**src/rtl/uart_pkg.sv**
```systemverilog
// Shared types and helpers for the UART transmit frame feeder.
package uart_pkg;

    typedef enum logic [1:0] {
        PAR_NONE = 2'd0,
        PAR_ODD  = 2'd1,
        PAR_EVEN = 2'd2
    } parity_t;

    typedef enum logic [1:0] {
        ST_IDLE = 2'd0,
        ST_LOAD = 2'd1,
        ST_SEND = 2'd2,
        ST_WAIT = 2'd3
    } feed_state_t;

    localparam logic [3:0] MIN_LEN = 4'd5;
    localparam logic [3:0] MAX_LEN = 4'd8;

    function automatic logic [3:0] clamp_len(input logic [3:0] len);
        logic [3:0] r;
        r = len;
        if (len < MIN_LEN) r = MIN_LEN;
        if (len > MAX_LEN) r = MAX_LEN;
        return r;
    endfunction

    function automatic parity_t map_parity(input logic [1:0] ptype);
        parity_t r;
        case (ptype)
            2'd1:    r = PAR_ODD;
            2'd2:    r = PAR_EVEN;
            default: r = PAR_NONE;
        endcase
        return r;
    endfunction

    // Ones in the low len bits; len is already clamped to 5..8.
    function automatic logic [7:0] len_mask(input logic [3:0] len);
        logic [7:0] m;
        for (int i = 0; i < 8; i++) m[i] = (4'(i) < len);
        return m;
    endfunction

endpackage

```
**src/rtl/uart_tx_fifo.sv**
```systemverilog
// Byte FIFO feeding the frame FSM; full/empty come straight from the occupancy count.
module uart_tx_fifo #(
    parameter int DEPTH = 4
) (
    input  logic       clk,
    input  logic       rst,
    input  logic [7:0] push_data,
    input  logic       push,
    input  logic       pop,
    output logic [7:0] pop_data,
    output logic       full,
    output logic       empty
);
    localparam int AW = $clog2(DEPTH);
    localparam logic [AW:0]   CNT_ONE  = (AW+1)'(1);
    localparam logic [AW:0]   CNT_FULL = (AW+1)'(DEPTH);
    localparam logic [AW-1:0] PTR_ONE  = AW'(1);

    logic [7:0]    mem_q [DEPTH];
    logic [AW-1:0] wr_ptr_q;
    logic [AW-1:0] rd_ptr_q;
    logic [AW:0]   count_q;
    logic          do_push;
    logic          do_pop;

    assign full     = (count_q == CNT_FULL);
    assign empty    = (count_q == '0);
    assign do_push  = push && !full;
    assign do_pop   = pop && !empty;
    assign pop_data = mem_q[rd_ptr_q];

    always_ff @(posedge clk or posedge rst) begin
        if (rst) begin
            wr_ptr_q <= '0;
            rd_ptr_q <= '0;
            count_q  <= '0;
        end else begin
            if (do_push) wr_ptr_q <= wr_ptr_q + PTR_ONE;
            if (do_pop)  rd_ptr_q <= rd_ptr_q + PTR_ONE;
            case ({do_push, do_pop})
                2'b10:   count_q <= count_q + CNT_ONE;
                2'b01:   count_q <= count_q - CNT_ONE;
                default: count_q <= count_q;
            endcase
        end
    end

    always_ff @(posedge clk) begin
        if (do_push) mem_q[wr_ptr_q] <= push_data;
    end

endmodule

```
**src/rtl/uart_tx_frame_feeder.sv**
```systemverilog
// Frame feeder ahead of the UART shifter: queues host bytes, latches per-frame config
// and parity, pulses send, then holds off for the frame's duration on the baud clock.
//   state | meaning
//   IDLE  | nothing in flight, waiting for a queued byte
//   LOAD  | pop head, sample cfg, register data/parity/length/type
//   SEND  | one-cycle send pulse, wait counter loaded with frame length
//   WAIT  | shifter clocking the frame out; counts down W cycles
module uart_tx_frame_feeder
    import uart_pkg::*;
#(
    parameter int FIFO_DEPTH = 4,
    parameter int STOP_BITS  = 1,
    parameter int IDLE_GAP   = 0
) (
    input  logic       baud_clk,
    input  logic       reset,
    input  logic [7:0] in_data,
    input  logic       in_valid,
    output logic       in_ready,
    input  logic [3:0] cfg_data_length,
    input  logic [1:0] cfg_parity_type,
    output logic [7:0] data,
    output logic       parity_bit,
    output logic [3:0] data_length,
    output logic [1:0] parity_type,
    output logic       send,
    output logic       busy
);
    // Start bit plus stop bits plus gap; data and parity bits are added per frame.
    localparam logic [4:0] W_BASE = 5'(1 + STOP_BITS + IDLE_GAP);

    feed_state_t state_q, state_d;
    logic [4:0]  cnt_q, cnt_d;
    logic [7:0]  data_q, data_d;
    logic        par_q, par_d;
    logic [3:0]  len_q, len_d;
    parity_t     ptype_q, ptype_d;

    logic [7:0]  fifo_head;
    logic        fifo_full;
    logic        fifo_empty;
    logic        fifo_pop;
    logic [3:0]  len_c;
    parity_t     ptype_c;
    logic [7:0]  masked_c;

    uart_tx_fifo #(.DEPTH(FIFO_DEPTH)) u_fifo (
        .clk       (baud_clk),
        .rst       (reset),
        .push_data (in_data),
        .push      (in_valid),
        .pop       (fifo_pop),
        .pop_data  (fifo_head),
        .full      (fifo_full),
        .empty     (fifo_empty)
    );

    assign len_c    = clamp_len(cfg_data_length);
    assign ptype_c  = map_parity(cfg_parity_type);
    assign masked_c = fifo_head & len_mask(len_c);

    always_comb begin
        state_d  = state_q;
        cnt_d    = cnt_q;
        data_d   = data_q;
        par_d    = par_q;
        len_d    = len_q;
        ptype_d  = ptype_q;
        fifo_pop = 1'b0;
        case (state_q)
            ST_IDLE: begin
                if (!fifo_empty) state_d = ST_LOAD;
            end
            ST_LOAD: begin
                fifo_pop = 1'b1;
                data_d   = masked_c;
                len_d    = len_c;
                ptype_d  = ptype_c;
                case (ptype_c)
                    PAR_ODD:  par_d = ~^masked_c;
                    PAR_EVEN: par_d = ^masked_c;
                    default:  par_d = 1'b0;
                endcase
                state_d = ST_SEND;
            end
            ST_SEND: begin
                cnt_d   = W_BASE + {1'b0, len_q} + {4'b0000, ptype_q != PAR_NONE};
                state_d = ST_WAIT;
            end
            ST_WAIT: begin
                cnt_d = cnt_q - 5'd1;
                if (cnt_q <= 5'd1) state_d = fifo_empty ? ST_IDLE : ST_LOAD;
            end
            default: state_d = ST_IDLE;
        endcase
    end

    always_ff @(posedge baud_clk or posedge reset) begin
        if (reset) begin
            state_q <= ST_IDLE;
            cnt_q   <= '0;
            data_q  <= '0;
            par_q   <= 1'b0;
            len_q   <= MAX_LEN;
            ptype_q <= PAR_NONE;
        end else begin
            state_q <= state_d;
            cnt_q   <= cnt_d;
            data_q  <= data_d;
            par_q   <= par_d;
            len_q   <= len_d;
            ptype_q <= ptype_d;
        end
    end

    assign in_ready    = !fifo_full;
    assign send        = (state_q == ST_SEND);
    assign busy        = (state_q != ST_IDLE) || !fifo_empty;
    assign data        = data_q;
    assign parity_bit  = par_q;
    assign data_length = len_q;
    assign parity_type = ptype_q;

endmodule
```
**config.mk**
```make
export PLATFORM = sky130hd
export DESIGN_NAME = uart_tx_frame_feeder
export DESIGN_NICKNAME = d
export VERILOG_FILES = /design/src/rtl/uart_pkg.sv /design/src/rtl/uart_tx_fifo.sv /design/src/rtl/uart_tx_frame_feeder.sv
export SDC_FILE = /design/constraint.sdc
export NUM_CORES = 1
export LEC_CHECK = 0
export CAP_MARGIN = 20
export CORE_MARGIN = 2
export CORE_UTILIZATION = 55
export CTS_BUF_LIST = sky130_fd_sc_hd__clkbuf_16
export CTS_CLUSTER_DIAMETER = 120
export DETAILED_ROUTE_END_ITERATION = 8
export PLACE_DENSITY = 0.8
export SYNTH_ARGS = -nofsm -noshare
export SYNTH_HDL_FRONTEND = slang
export SYNTH_SLANG_ARGS = --single-unit
```
**constraint.sdc**
```tcl
create_clock -name baud_clk -period 2.6 [get_ports baud_clk]
set_input_delay 0.52 -clock baud_clk [delete_from_list [all_inputs] [get_ports baud_clk]]
set_output_delay 0.52 -clock baud_clk [all_outputs]
set_load 0.05 [all_outputs]
```
==> results.sh, run 1 <==
export IMPL_ctsHoldBuffers=0
export IMPL_ios=35
export IMPL_via_count=1696
export IMPL_place_gp_congestion=0.7727
export IMPL_end_kind="output pin"
export IMPL_placementRows=26
export IMPL_grt_pass1_wl_um=8583
export IMPL_clock_skew_ps=7.938
export IMPL_ys_seq_area_share_pct=58.93
export IMPL_netlist_instances=208
export IMPL_post_route_period_util_pct=94.98
export IMPL_yosysTopAreaCell="edfxtp_1"
export IMPL_finalSetupViolCount=0
export IMPL_postSynthAreaPerCell_um2=13.77
export IMPL_grt_max_degree=30
export IMPL_antenna_left=0
export IMPL_synth_fp_nets=239
export IMPL_drc_errors=0
export IMPL_worstMarginPinSlew_ps=508.6
export IMPL_coreArea_um2=5075
export IMPL_cts_repair_resized=0
export IMPL_die_h_um=76.16
export IMPL_cellLeakagePower_uw=0.001454
export IMPL_multi_input_area_um2=1074
export IMPL_cts_buffers=9
export IMPL_grt_pass1_vias=1767
export IMPL_crit_cells=3
export IMPL_path_cells="inv_1, ha_1, clkdlybuf4s50_1"
export IMPL_vias_per_cell=5.218
export IMPL_wl_per_cell_um=15.43
export IMPL_yosysWarningCount=0
export IMPL_fin_area_um2=3535
export IMPL_cp_data_required_time_ps=2080
export IMPL_crit_type="flop to output pin"
export IMPL_hpwl_um=3585
export IMPL_slowest_stage="clkdlybuf4s50_1"
export IMPL_crit_path_max_incr_delay_ps=830
export IMPL_cp_top_family="buffers and inverters"
export IMPL_synth_seq_cells=61
export IMPL_critPathBufInv=2
export IMPL_worstHoldPathType="flop to flop"
export IMPL_area_growth_pct=23.42
export IMPL_seq_area_um2=1688
export IMPL_status="complete, no violations"
export IMPL_startpoint_type="flop"
export IMPL_diodes=0
export IMPL_die_w_um=76.16
export IMPL_overflow=0
export IMPL_tns_ps=0
export IMPL_finalCriticalPeriod_ps=2469
export IMPL_cts_root_buf="clkbuf_16"
export IMPL_p_int_uw=2996
export IMPL_postCtsSetupRepairBufs=0
export IMPL_rsz0062_at_grt="no"
export IMPL_wl_um=5014
export IMPL_antenna_found_initial=0
export IMPL_pwr_share_seq_pct=34.1
export IMPL_cts_tree="built"
export IMPL_rrSetupSlack_ps=240
export IMPL_critPathArrivalTime_ps=1950
export IMPL_drive_gt1_share_pct=9.020
export IMPL_drtIter0Drc=98
export IMPL_synthTopCellsByArea="edfxtp_1 34%, dfrtp_1 24%, mux4_1 7.3%"
export IMPL_hold_depth=1
export IMPL_drv_cap=0
export IMPL_drt_first_pass_iters=4
export IMPL_netlist_area_um2=2864
export IMPL_hold_violations=0
export IMPL_reg2regPathDepth=5
export IMPL_synth_top_cell_area_share_pct=33.55
export IMPL_fin_nets=282
export IMPL_cts_clk_slew_worst_paths_ps=50
export IMPL_n_fill_cell=374
export IMPL_port_buffers=34
export IMPL_cts_buffer_depth=2
export IMPL_htreeDepth=3
export IMPL_p_comb_share_pct=45.7
export IMPL_sw_frac_of_total_pct=37.96
export IMPL_p_switching_uw=1833
export IMPL_maxSlewHeadroom_pct=65.99
export IMPL_start_util_pct=56.43
export IMPL_max_freq_mhz=404.9
export IMPL_powerDensity_nw_per_um2=1366
export IMPL_crit_fanout=5
export IMPL_track_usage_pct=19.49
export IMPL_slew_viol_final=0
export IMPL_synthDistinctLibCells=36
export IMPL_die_area_um2=5800
export IMPL_clkLatencyLatePin_ps=320
export IMPL_ir_drop_mv=0.6677
export IMPL_post_dp_cell_area_um2=3287
export IMPL_clock_sinks=61
export IMPL_clkPwrFrac_pct=20.3
[per-stage QoR]
step / setup slack (ps) / total power [uW] / hold slack, ps / util [%] / cells
after global routing: 24.72 / 5146 / 519.2 / 69.65 / 325
after detailed placement: 227.2 / 3872 / 502.7 / 64.77 / 310
after CTS: 127.2 / 4875 / 509.2 / 69.65 / 325
after global placement: 267.8 / 3785 / 490.6 / 64.77 / 310
final: 130.5 / 4830 / 509.3 / 69.65 / 325
after floorplan: 277.6 / 3291 / 464.3 / - / 208
[synthesized netlist by cell type, drive strengths merged]
library cell	n
or3	1
fa	1
nor2b	2
inv	20
o21ai	11
ha	13
nand3	7
and3	4
dfstp	1
xnor3	1
a21o	1
nand2	12
dfrtp	28
a211oi	1
mux2	9
o211ai	2
nand2b	3
a21boi	1
a22oi	2
mux2i	1
buf	2
o21a	2
a32oi	1
xor2	11
nand3b	2
clkbuf	3
o22ai	2
nor3	2
edfxtp	32
a21oi	7
mux4	9
nor2	9
xnor2	5
[layer usage]
layer,wire (um),GRT usage (%)
met5,0,0
met4,80,8.182
met3,210,6.754
met2,2329,30.00
met1,2393,25.47
[cell usage in the layout (no fill, tap or decap), types with 2 or more instances in the layout]
master            n
clkdlybuf4s50_1  34
edfxtp_1         32
dfrtp_1          28
inv_1            25
ha_1             13
nand2_1          12
o21ai_0          11
xor2_1           11
nor2_1            9
clkbuf_16         9
mux2_2            8
mux4_1            8
nand3_1           7
a21oi_1           7
xnor2_1           5
and3_1            4
nand2b_1          3
buf_4             3
nor3_1            2
o211ai_1          2
nor2b_1           2
o22ai_1           2
nand3b_1          2
a22oi_1           2
o21a_1            2
[power by group through the flow]
stage,clock [uW],combinational (uW),sequential (uW)
after global placement,0,2140,1650
after detailed placement,0,2210,1660
after floorplan,0,1380,1920
after global routing,1050,2410,1690
final,979,2210,1640
after CTS,1000,2230,1650
[worst paths after layout]
check,startpoint,to
setup / recovery,state_q[0]$_DFFE_PP0P_,send
hold / removal,u_fifo.count_q[0]$_DFFE_PP0P_,u_fifo.count_q[0]$_DFFE_PP0P_
setup reg to reg,u_fifo.rd_ptr_q[0]$_DFFE_PP0P_,parity_bit$_DFFE_PP0P_
hold reg to reg,u_fifo.count_q[0]$_DFFE_PP0P_,u_fifo.count_q[0]$_DFFE_PP0P_
max in group asynchronous,reset,data_length[3]$_DFFE_PP1P_
min in group asynchronous,reset,state_q[1]$_DFFE_PP0P_
[sequential cells by signal, indices dropped and copies added, names as in the netlist, 2 cells and up]
name / flops
cnt_q: 5
data: 8
data_length: 4
parity_type: 2
state_q: 2
u_fifo.count_q: 3
u_fifo.mem_q: 32
u_fifo.rd_ptr_q: 2
u_fifo.wr_ptr_q: 2
[area by class of cell]
type,instances,area share (%)
Multi-Input combinational cell,122,30.37
Tap cell,70,2.478
Sequential cell,61,47.75
Clock buffer,9,6.372
Clock inverter,6,0.6372
Timing Repair Buffer,37,10.27
Inverter,20,2.124
[kinds of logic (layout without fill, tap and decap cells)]
kind of cell / count (synthesis) / in the layout / synth area share [%]
AO/OA/AOI/OAI: 30 / 30 / 6.247
XOR/XNOR: 17 / 17 / 5.679
adder cells (fa/ha/maj): 14 / 14 / 6.378
buffers and inverters: 25 / 72 / 3.582
flip-flops: 61 / 61 / 58.93
multiplexers: 19 / 19 / 12.14
AND/OR/NAND/NOR: 42 / 42 / 7.033
No activity file was read; power rests on OpenSTA's default activity.
==> inputs of run 2 (changes only) <==
==> constraint.sdc (replaced) <==
create_clock -name baud_clk -period 2.5 [get_ports baud_clk]
set_input_delay 0.5 -clock baud_clk [delete_from_list [all_inputs] [get_ports baud_clk]]
set_output_delay 0.5 -clock baud_clk [all_outputs]
set_load 0.05 [all_outputs]
==> run 2 against run 1 <==
Against the previous run: via count is 3.4% higher; final cell count increased by 0.31%; sequential share of layout area decreased by 0.50 points; largest cell class unchanged.
==> results.sh, run 2 (synthesis results as in run 1) <==
export IMPL_hpwl_um=3637
export IMPL_grt_max_degree=30
export IMPL_regMostFlops="u_fifo.mem_q"
export IMPL_die_h_um=76.16
export IMPL_maxSlewHeadroom_pct=65.83
export IMPL_hold_depth=1
export IMPL_cts_root_buf="clkbuf_16"
export IMPL_htreeDepth=3
export IMPL_track_usage_pct=19.97
export IMPL_drv_cap=0
export IMPL_diodes=0
export IMPL_hp_start="data[1]$_DFFE_PP0P_"
export IMPL_rrSetupSlack_ps=190
export IMPL_final_cell_mix="32 x clkdlybuf4s50_1, 32 x edfxtp_1, 27 x dfrtp_1"
export IMPL_drc_errors=0
export IMPL_fin_nets=282
export IMPL_wl_per_cell_um=15.63
export IMPL_tns_ps=0
export IMPL_drive_gt1_share_pct=10.94
export IMPL_clock_skew_ps=4.684
export IMPL_reg2regPathDepth=5
export IMPL_antenna_left=0
export IMPL_end_kind="flop"
export IMPL_wl_um=5096
export IMPL_crit_fanout=8
export IMPL_critPathArrivalTime_ps=2510
export IMPL_vias_per_cell=5.377
export IMPL_coreArea_um2=5075
export IMPL_min_to="data[1]$_DFFE_PP0P_"
export IMPL_drtIter0Drc=137
export IMPL_port_buffers=34
export IMPL_worstHoldPathType="flop to flop"
export IMPL_r2r_end="parity_bit$_DFFE_PP0P_"
export IMPL_grt_pass1_wl_um=8721
export IMPL_largest_reg_flops=32
export IMPL_slew_viol_final=0
export IMPL_via_count=1753
export IMPL_antenna_found_initial=0
export IMPL_placementRows=26
export IMPL_status="complete, no violations"
export IMPL_rsz0062_at_grt="no"
export IMPL_powerDensity_nw_per_um2=1439
export IMPL_ios=35
export IMPL_finalSetupViolCount=0
export IMPL_worst_r2r_startpoint="u_fifo.rd_ptr_q[0]$_DFFE_PP0P_"
export IMPL_ir_drop_mv=0.7428
export IMPL_overflow=0
export IMPL_cts_clk_slew_worst_paths_ps=50
export IMPL_grt_pass1_vias=1825
export IMPL_hold_violations=0
export IMPL_dp_cells=310
export IMPL_startpoint_type="flop"
export IMPL_place_gp_congestion=0.7484
export IMPL_start_util_pct=56.43
export IMPL_cts_tree="built"
export IMPL_cts_buffer_depth=2
export IMPL_area_growth_pct=24.81
export IMPL_layout_cells_non_filler=326
export IMPL_worstMarginPinSlew_ps=511.0
export IMPL_die_w_um=76.16
export IMPL_crit_type="flop to flop"
export IMPL_clkLatencyLatePin_ps=320
export IMPL_max_freq_mhz=433.5
export IMPL_postCtsSetupRepairBufs=0
export IMPL_finalCriticalPeriod_ps=2307
export IMPL_post_route_period_util_pct=92.27
export IMPL_drt_first_pass_iters=4
export IMPL_clock_sinks=61
export IMPL_cp_data_required_time_ps=2700
export IMPL_cts_buffers=9
export IMPL_cellLeakagePower_uw=0.001470
export IMPL_die_area_um2=5800
-- run 2: cell count changes in the layout (fill, tap and decap cells not counted), sizes merged --
cell / before / now
bufinv: 0 / 1
clkdlybuf4s50: 34 / 32
clkinv: 1 / 6
dlymetal6s2s: 0 / 2
inv: 25 / 20
-- run 2: layer usage --
metal	vias up	global-route usage, %	share of wire (%)
met1	865	26.04	46
met2	40	30.80	48
li1	842	-	-
met5	-	0	0
met4	0	7.091	1.3
met3	6	7.820	4.3
-- run 2: report_power, final --
group	switching [uW]	internal, uW	total [uW]
Clock	390	752	1140
Sequential	273	1430	1700
Combinational	1250	1040	2290
-- run 2: worst max path at each step --
stage                                         from                             to  slack, ps  cells past startpoint
CTS                         state_q[0]$_DFFE_PP0P_                           send         50                      3
floorplan            u_fifo.count_q[0]$_DFFE_PP0P_  u_fifo.count_q[2]$_DFFE_PP0P_        180                      9
finish              u_fifo.rd_ptr_q[0]$_DFFE_PP0P_         parity_bit$_DFFE_PP0P_        190                      5
global placement    u_fifo.rd_ptr_q[0]$_DFFE_PP0P_         parity_bit$_DFFE_PP0P_        170                      5
global route         u_fifo.count_q[0]$_DFFE_PP0P_                       in_ready        100                      3
detailed placement  u_fifo.rd_ptr_q[0]$_DFFE_PP0P_         parity_bit$_DFFE_PP0P_         70                      5
-- run 2: per-stage QoR --
stage               utilization (%)  worst slack, ps  hold WS [ps]  power [uW]  cell area, um2
finish                        70.44            193.2         503.0        5142            3575
CTS                           70.32            52.74         506.6        5203            3568
global route                  70.44            95.44         524.5        5485            3575
floorplan                         -            177.6         464.3        3423            2864
detailed placement            64.77            71.23         497.1        4024            3287
global placement              64.77            173.5         487.7        3940            3287
-- run 2: area by class of cell --
type | count | area, um2
sequential | 61 | 1689
clock inverter | 7 | 56.30
fill | 366 | 1500
tap | 70 | 87.58
multi-input combinational | 122 | 1074
inverter | 20 | 75.07
timing repair buffer | 37 | 367.9
clock buffer | 9 | 225.2
-- run 2: critical path, stage by stage (launching register included) --
cell and delay [ps]:
dfrtp_2 480, mux4_1 630, xor2_1 190, xnor2_1 220, xnor3_1 360, mux2_4 300
-- run 2: what timing repair did --
item / in CTS / in global routing
endpoints found under the hold margin: 0 / 0
gates resized for setup: 0 / 3
setup endpoints to repair: 0 / 3
hold buffers: 0 / 0
==> inputs of run 3 (changes only) <==
--- a/config.mk
+++ b/config.mk
@@ -11,6 +11,7 @@
 export CTS_BUF_LIST = sky130_fd_sc_hd__clkbuf_16
 export CTS_CLUSTER_DIAMETER = 120
 export DETAILED_ROUTE_END_ITERATION = 8
+export GPL_ROUTABILITY_DRIVEN = 1
 export PLACE_DENSITY = 0.8
 export SYNTH_ARGS = -nofsm -noshare
 export SYNTH_HDL_FRONTEND = slang
==> results of run 3 <==
Same layout as run 2: the final DEF is identical, and so are final timing and power.
